### config.mk
export PLATFORM = sky130hd
export DESIGN_NAME = flappy_motion
export DESIGN_NICKNAME = d
export VERILOG_FILES = /design/src/rtl/flappy_pkg.sv /design/src/rtl/flappy_motion_btn_sync_edge.sv /design/src/rtl/flappy_motion.sv
export SDC_FILE = /design/constraint.sdc
export NUM_CORES = 1
export LEC_CHECK = 0
export BUFFER_PORTS_ARGS = -buffer_cell sky130_fd_sc_hd__buf_2
export CORE_UTILIZATION = 50
export DETAILED_ROUTE_END_ITERATION = 12
export GPL_ROUTABILITY_DRIVEN = 1
export PLACE_DENSITY = 0.68
export SETUP_SLACK_MARGIN = 0.15
export SLEW_MARGIN = 20
export SYNTH_ARGS = -nofsm -noshare
export SYNTH_HDL_FRONTEND = slang
export SYNTH_SLANG_ARGS = --single-unit
### constraint.sdc
create_clock -name clk_i -period 6.81 [get_ports clk_i]
set_clock_uncertainty 0.2 [all_clocks]
set_input_delay 0.681 -clock clk_i [delete_from_list [all_inputs] [get_ports clk_i]]
set_output_delay 0.681 -clock clk_i [all_outputs]
set_load 0.05 [all_outputs]
### src/rtl/flappy_pkg.sv
// Shared types and constants for the Flappy Bird game core.
package flappy_pkg;

    typedef enum logic [1:0] {
        IDLE    = 2'd0,
        RUN     = 2'd1,
        CRASHED = 2'd2
    } state_e;

    // Fibonacci LFSR x^8 + x^6 + x^5 + x^4 + 1: taps on bits 7,5,4,3.
    localparam logic [7:0] LFSR_SEED = 8'hA5;
    localparam logic [7:0] LFSR_TAPS = 8'b1011_1000;

    localparam int DEF_ROWS = 8;
    localparam int DEF_COLS = 8;

    // Index width for a count of n items, never narrower than one bit.
    function automatic int width_of(input int n);
        return (n > 1) ? $clog2(n) : 1;
    endfunction

    localparam int ROW_W = width_of(DEF_ROWS);
    localparam int COL_W = width_of(DEF_COLS);

endpackage

### src/rtl/flappy_motion_btn_sync_edge.sv
// Two-flop synchronizer for a raw key followed by a rising-edge pulse.
// The pulse is high for one cycle, two edges after the key is first sampled high.
module btn_sync_edge (
    input  logic clk_i,
    input  logic rst_ni,
    input  logic btn_i,
    output logic pulse_o
);

    logic sync1_q;
    logic sync2_q;
    logic prev_q;

    // Synchronize the key and keep one cycle of history for edge detection.
    always_ff @(posedge clk_i) begin
        if (!rst_ni) begin
            sync1_q <= 1'b0;
            sync2_q <= 1'b0;
            prev_q  <= 1'b0;
        end else begin
            sync1_q <= btn_i;
            sync2_q <= sync1_q;
            prev_q  <= sync2_q;
        end
    end

    assign pulse_o = sync2_q & ~prev_q;

endmodule

### src/rtl/flappy_motion.sv
// Flappy Bird game core: flap conditioning, bird gravity, pipe scroll, pass/crash judge.
//
// state   | meaning
// --------+-----------------------------------------------------------
// IDLE    | waiting for first flap; counters frozen, no gravity/scroll
// RUN     | gravity ticks, pipe scrolls, flaps raise the bird
// CRASHED | ground or pipe hit; everything frozen until ResetGame/Reset
module flappy_motion
    import flappy_pkg::*;
#(
    parameter int ROWS        = DEF_ROWS,
    parameter int COLS        = DEF_COLS,
    parameter int GAP_SIZE    = 3,
    parameter int FLAP_ROWS   = 2,
    parameter int TICK_CYCLES = 50_000_000,
    parameter int PIPE_DIV    = 2,
    parameter int START_ROW   = 4
) (
    input  logic                      clk_i,
    input  logic                      rst_ni,
    input  logic                      button_i,
    input  logic                      reset_game_i,
    output logic [ROWS-1:0]           bird_rows_o,
    output logic [width_of(COLS)-1:0] pipe_col_o,
    output logic [width_of(ROWS)-1:0] gap_row_o,
    output logic                      goal_o,
    output logic                      crash_o
);

    localparam int RW = width_of(ROWS);
    localparam int CW = width_of(COLS);
    localparam int TW = width_of(TICK_CYCLES);
    localparam int DW = width_of(PIPE_DIV);

    localparam logic [RW-1:0]   TOP_ROW   = RW'(ROWS - 1);
    localparam logic [RW-1:0]   START     = RW'(START_ROW);
    localparam logic [RW-1:0]   GAP_MAX   = RW'(ROWS - GAP_SIZE);
    localparam logic [RW-1:0]   GAP_INIT  = RW'(2);
    localparam logic [RW:0]     GAP_SPAN  = (RW + 1)'(GAP_SIZE - 1);
    localparam logic [RW:0]     FLAP_INC  = (RW + 1)'(FLAP_ROWS);
    localparam logic [CW-1:0]   LAST_COL  = CW'(COLS - 1);
    localparam logic [TW-1:0]   TICK_LAST = TW'(TICK_CYCLES - 1);
    localparam logic [DW-1:0]   DIV_LAST  = DW'(PIPE_DIV - 1);
    localparam logic [ROWS-1:0] ROW0_BIT  = ROWS'(1);

    state_e          state_q;
    logic [RW-1:0]   bird_q;
    logic [ROWS-1:0] bird_rows_q;
    logic [CW-1:0]   col_q;
    logic [RW-1:0]   gap_q;
    logic            goal_q;
    logic            crash_q;
    logic [TW-1:0]   tick_cnt_q;
    logic [DW-1:0]   div_q;
    logic [7:0]      lfsr_q;

    logic            flap;
    logic            tick;
    logic            pipe_step;
    logic            ground_hit;
    logic            in_gap;
    logic            pipe_crash;
    logic            crash_now;
    logic [RW:0]     raised;
    logic [RW-1:0]   flap_row;
    logic [RW-1:0]   bird_d;
    logic [RW-1:0]   gap_raw;
    logic [RW-1:0]   gap_new;

    btn_sync_edge u_flap_key (
        .clk_i  (clk_i),
        .rst_ni (rst_ni),
        .btn_i  (button_i),
        .pulse_o(flap)
    );

    // Game events and the bird's next row; a flap overrides that tick's gravity.
    always_comb begin
        tick       = (state_q == RUN) && (tick_cnt_q == TICK_LAST);
        pipe_step  = tick && (div_q == DIV_LAST);
        ground_hit = tick && !flap && (bird_q == '0);
        in_gap     = (bird_q >= gap_q) && ({1'b0, bird_q} <= ({1'b0, gap_q} + GAP_SPAN));
        pipe_crash = pipe_step && (col_q == '0) && !in_gap;
        crash_now  = ground_hit || pipe_crash;
        raised     = {1'b0, bird_q} + FLAP_INC;
        flap_row   = (raised > {1'b0, TOP_ROW}) ? TOP_ROW : raised[RW-1:0];
        gap_raw    = lfsr_q[RW-1:0];
        gap_new    = (gap_raw > GAP_MAX) ? GAP_MAX : gap_raw;
        bird_d     = bird_q;
        if (state_q == IDLE) begin
            if (flap) bird_d = flap_row;
        end else if (state_q == RUN && !crash_now) begin
            if (flap) bird_d = flap_row;
            else if (tick) bird_d = bird_q - 1'b1;
        end
    end

    // Free-running gap generator; only a hard reset reseeds it.
    always_ff @(posedge clk_i) begin
        if (!rst_ni) lfsr_q <= LFSR_SEED;
        else         lfsr_q <= {lfsr_q[6:0], ^(lfsr_q & LFSR_TAPS)};
    end

    // Bird row and its one-hot display image, updated together.
    always_ff @(posedge clk_i) begin
        if (!rst_ni || reset_game_i) begin
            bird_q      <= START;
            bird_rows_q <= ROW0_BIT << START;
        end else begin
            bird_q      <= bird_d;
            bird_rows_q <= ROW0_BIT << bird_d;
        end
    end

    // Game state machine: timers, pipe scroll, goal pulse and sticky crash.
    always_ff @(posedge clk_i) begin
        if (!rst_ni || reset_game_i) begin
            state_q    <= IDLE;
            tick_cnt_q <= '0;
            div_q      <= '0;
            col_q      <= LAST_COL;
            gap_q      <= GAP_INIT;
            goal_q     <= 1'b0;
            crash_q    <= 1'b0;
        end else begin
            goal_q <= 1'b0;
            case (state_q)
                IDLE: begin
                    if (flap) state_q <= RUN;
                end
                RUN: begin
                    tick_cnt_q <= tick ? '0 : tick_cnt_q + 1'b1;
                    if (tick) div_q <= (div_q == DIV_LAST) ? '0 : div_q + 1'b1;
                    if (crash_now) begin
                        state_q <= CRASHED;
                        crash_q <= 1'b1;
                    end else if (pipe_step) begin
                        if (col_q != '0) begin
                            col_q <= col_q - 1'b1;
                        end else begin
                            goal_q <= 1'b1;
                            col_q  <= LAST_COL;
                            gap_q  <= gap_new;
                        end
                    end
                end
                CRASHED: begin
                    crash_q <= 1'b1;
                end
                default: begin
                    state_q <= IDLE;
                end
            endcase
        end
    end

    assign bird_rows_o = bird_rows_q;
    assign pipe_col_o  = col_q;
    assign gap_row_o   = gap_q;
    assign goal_o      = goal_q;
    assign crash_o     = crash_q;

endmodule

==> impl_metrics.json <==
{
  "cts_hold_buf": 0,
  "period_share": 0.416,
  "vias": 2080,
  "cp-end-kind": "flip-flop",
  "htree_levels": 3,
  "ir_drop_uv": 118,
  "dp_hpwl_um": 3430,
  "avgSynthCellArea_um2": 8.90,
  "drv_cap": 0,
  "ys_warn_count": 0,
  "wl_per_cell_um": 12.0,
  "viasPerCell": 5.25,
  "nFillCells": 455,
  "grt_overflow": 0,
  "grt_pass1_wl_um": 8070,
  "clkTransAtPathRegs_ns": 0.06,
  "grt_pass1_vias": 1817,
  "leakagePower_nw": 1.21,
  "firstDrtPassIters": 4,
  "first_iter_violations": 79,
  "hold_path.class": "reg -> reg",
  "path_cells": "inv_1 > ha_1 > nand2b_1 > a21o_1 > a211oi_1 > nor2_1 > mux2i_1 > a211o_1 > a31o_1",
  "fp.coreArea_mm2": 0.00511,
  "synthCells": 298,
  "max_slew_margin": 0.479,
  "cts_buffers": 9,
  "setup_viol": 0,
  "fin_crit_ns": 2.83,
  "cts_root_buf": "clkbuf_8",
  "die_x_um": 74.8,
  "rows": 26,
  "drc": 0,
  "cp_max_fo": 6,
  "clock_latency_ns": 0.33,
  "port_buffers": 19,
  "pwr_density_cell_mw_per_mm2": 241,
  "synth_top_flop_cell": "dfxtp_1",
  "synth_top_area_cell": "dfxtp_1",
  "synth.distinct_cells": 49,
  "grt_antenna_before_repair": 0,
  "area_growth_pct": 14.5,
  "drtAntennaViolNets": 0,
  "yosys-top-cells-area": "dfxtp_1 (45%), nor2_1 (6.2%), xor2_1 (5.6%), ha_1 (5.2%), nand2_1 (3.4%)",
  "ios": 20,
  "crit_type": "reg -> reg",
  "status": "completed",
  "crit_path_top_delay_cell": "a211oi_1",
  "drive_gt1_frac": 0.144,
  "start_util": 0.519,
  "r2r_slack_ns": 3.98,
  "finalSetupTns_ns": 0,
  "design.die.area_mm2": 0.00560,
  "slowest_delay_ns": 0.43,
  "ys_ff_latch": 59,
  "routed_wl_um": 4760,
  "cts_setup_buffers": 0,
  "cts_tree": "built",
  "yosysSeqAreaShare": 0.445,
  "place.gp.congestion": 0.852,
  "clockBufferDepth": 2,
  "synth_area_mm2": 0.00265,
  "synth-edff-count": 0,
  "cts_resized": 0,
  "max_freq_ghz": 0.353,
  "synthArstFlopShare": 0,
  "n_antenna_cell": 0,
  "grt_usage": 0.193,
  "synth.top_cells.by_count": "dfxtp_1 (59), nor2_1 (44), nand2_1 (24), xor2_1 (17), nand3_1 (14)",
  "finalMaxSlewViolations": 0,
  "crit_arrival_ns": 2.86,
  "hold_ws_ns": 0.207,
  "grt_max_degree": 24,
  "syn-num-nets": 313,
  "hold_viol_final": 0,
  "nNetsFinal": 336,
  "final_util": 0.595,
  "synth.most_common_cell": "dfxtp_1",
  "fp.dieH_um": 74.8,
  "cts.sinks": 59,
  "tightest_slew_ns": 0.780,
  "critPathLaunchType": "flip-flop",
  "rsz0062_at_grt": "false",
  "worstPathRequired_ns": 6.83,
  "synth.top_cell.area_share": 0.445
}
layout by cell type, fill, tap and decap left out, drive strengths merged, types with 2 or more instances in the layout:
| cell | count |
|---|---|
| ha | 11 |
| and3 | 7 |
| nor3 | 11 |
| or2 | 3 |
| xor2 | 17 |
| a211oi | 3 |
| nand2b | 9 |
| nand4 | 5 |
| nor3b | 5 |
| nand2 | 24 |
| nor2 | 44 |
| nand3 | 14 |
| bufinv | 2 |
| o41ai | 2 |
| nor2b | 4 |
| or3 | 5 |
| buf | 19 |
| a21oi | 11 |
| inv | 10 |
| and4 | 2 |
| a21o | 2 |
| xnor2 | 9 |
| clkbuf | 12 |
| o21ai | 11 |
| and2 | 8 |
| dfxtp | 59 |
| nor4b | 2 |
worst paths after layout:
path / startpoint / to / depth (start not counted)
setup / recovery: bird_q[0] / bird_rows_o[4] / 9
hold reg to reg: lfsr_q[6] / lfsr_q[7] / 1
setup reg to reg: bird_q[0] / bird_rows_o[4] / 9
hold / removal: lfsr_q[6] / lfsr_q[7] / 1
critical path, delay by kind of cell (launching register included):
kind | cells | cell delay (ns)
DFF | 1 | 0.33
muxes | 1 | 0.18
buffers and inverters | 1 | 0.10
AOI/OAI and AO/OA | 4 | 1.25
adders and majority gates | 1 | 0.30
and+or+nand+nor | 2 | 0.37
final cells by class:
class                           instances  area, µm²  area share
Inverter                               10       37.5      0.0124
Sequential cell                        59       1180       0.389
Multi-Input combinational cell        222       1410       0.464
Timing Repair Buffer                   19       95.1      0.0313
Clock inverter                          4       72.6      0.0239
Tap cell                               70       87.6      0.0288
Clock buffer                           12        155      0.0511
through the flow:
stage          std cells  worst slack (ns)  instance area, µm²  power, mW
6_report             396              3.98                3040      0.732
4_1_cts              396              4.01                3040      0.741
5_1_grt              396              3.80                3040      0.763
3_3_place_gp         380              4.10                2810      0.383
2_1_floorplan        298              3.89                2650      0.378
3_5_place_dp         380              4.03                2810      0.384
power breakdown:
| group | total [mW] | switching [mW] | internal (mW) |
|---|---|---|---|
| logic | 0.0212 | 0.0128 | 0.00832 |
| clock network | 0.356 | 0.131 | 0.225 |
| registers | 0.354 | 0.00348 | 0.351 |
cells by family after synthesis:
logic type	share of synthesized area
and+or+nand+nor	0.290
DFF	0.445
AOI/OAI and AO/OA	0.0991
xor gates and xnor gates	0.0858
buffers and inverters	0.0241
adders and majority gates	0.0519
muxes	0.00377
flip-flops by register name, indices dropped and copies added, names as in the netlist:
register and cells:
u_flap_key.sync1_q 1, goal_o 1, state_q 2, bird_rows_o 8
u_flap_key.prev_q 1, bird_q 3, crash_o 1, u_flap_key.sync2_q 1
pipe_col_o 3, tick_cnt_q 26, gap_row_o 3, lfsr_q 8
div_q 1
per-layer routing:
metal	track usage	part of all wire
met1	0.249	0.49
met2	0.295	0.46
met3	0.0616	0.037
met4	0.0901	0.017
met5	0	0
Note: power is estimated with default switching activity, not from simulation.
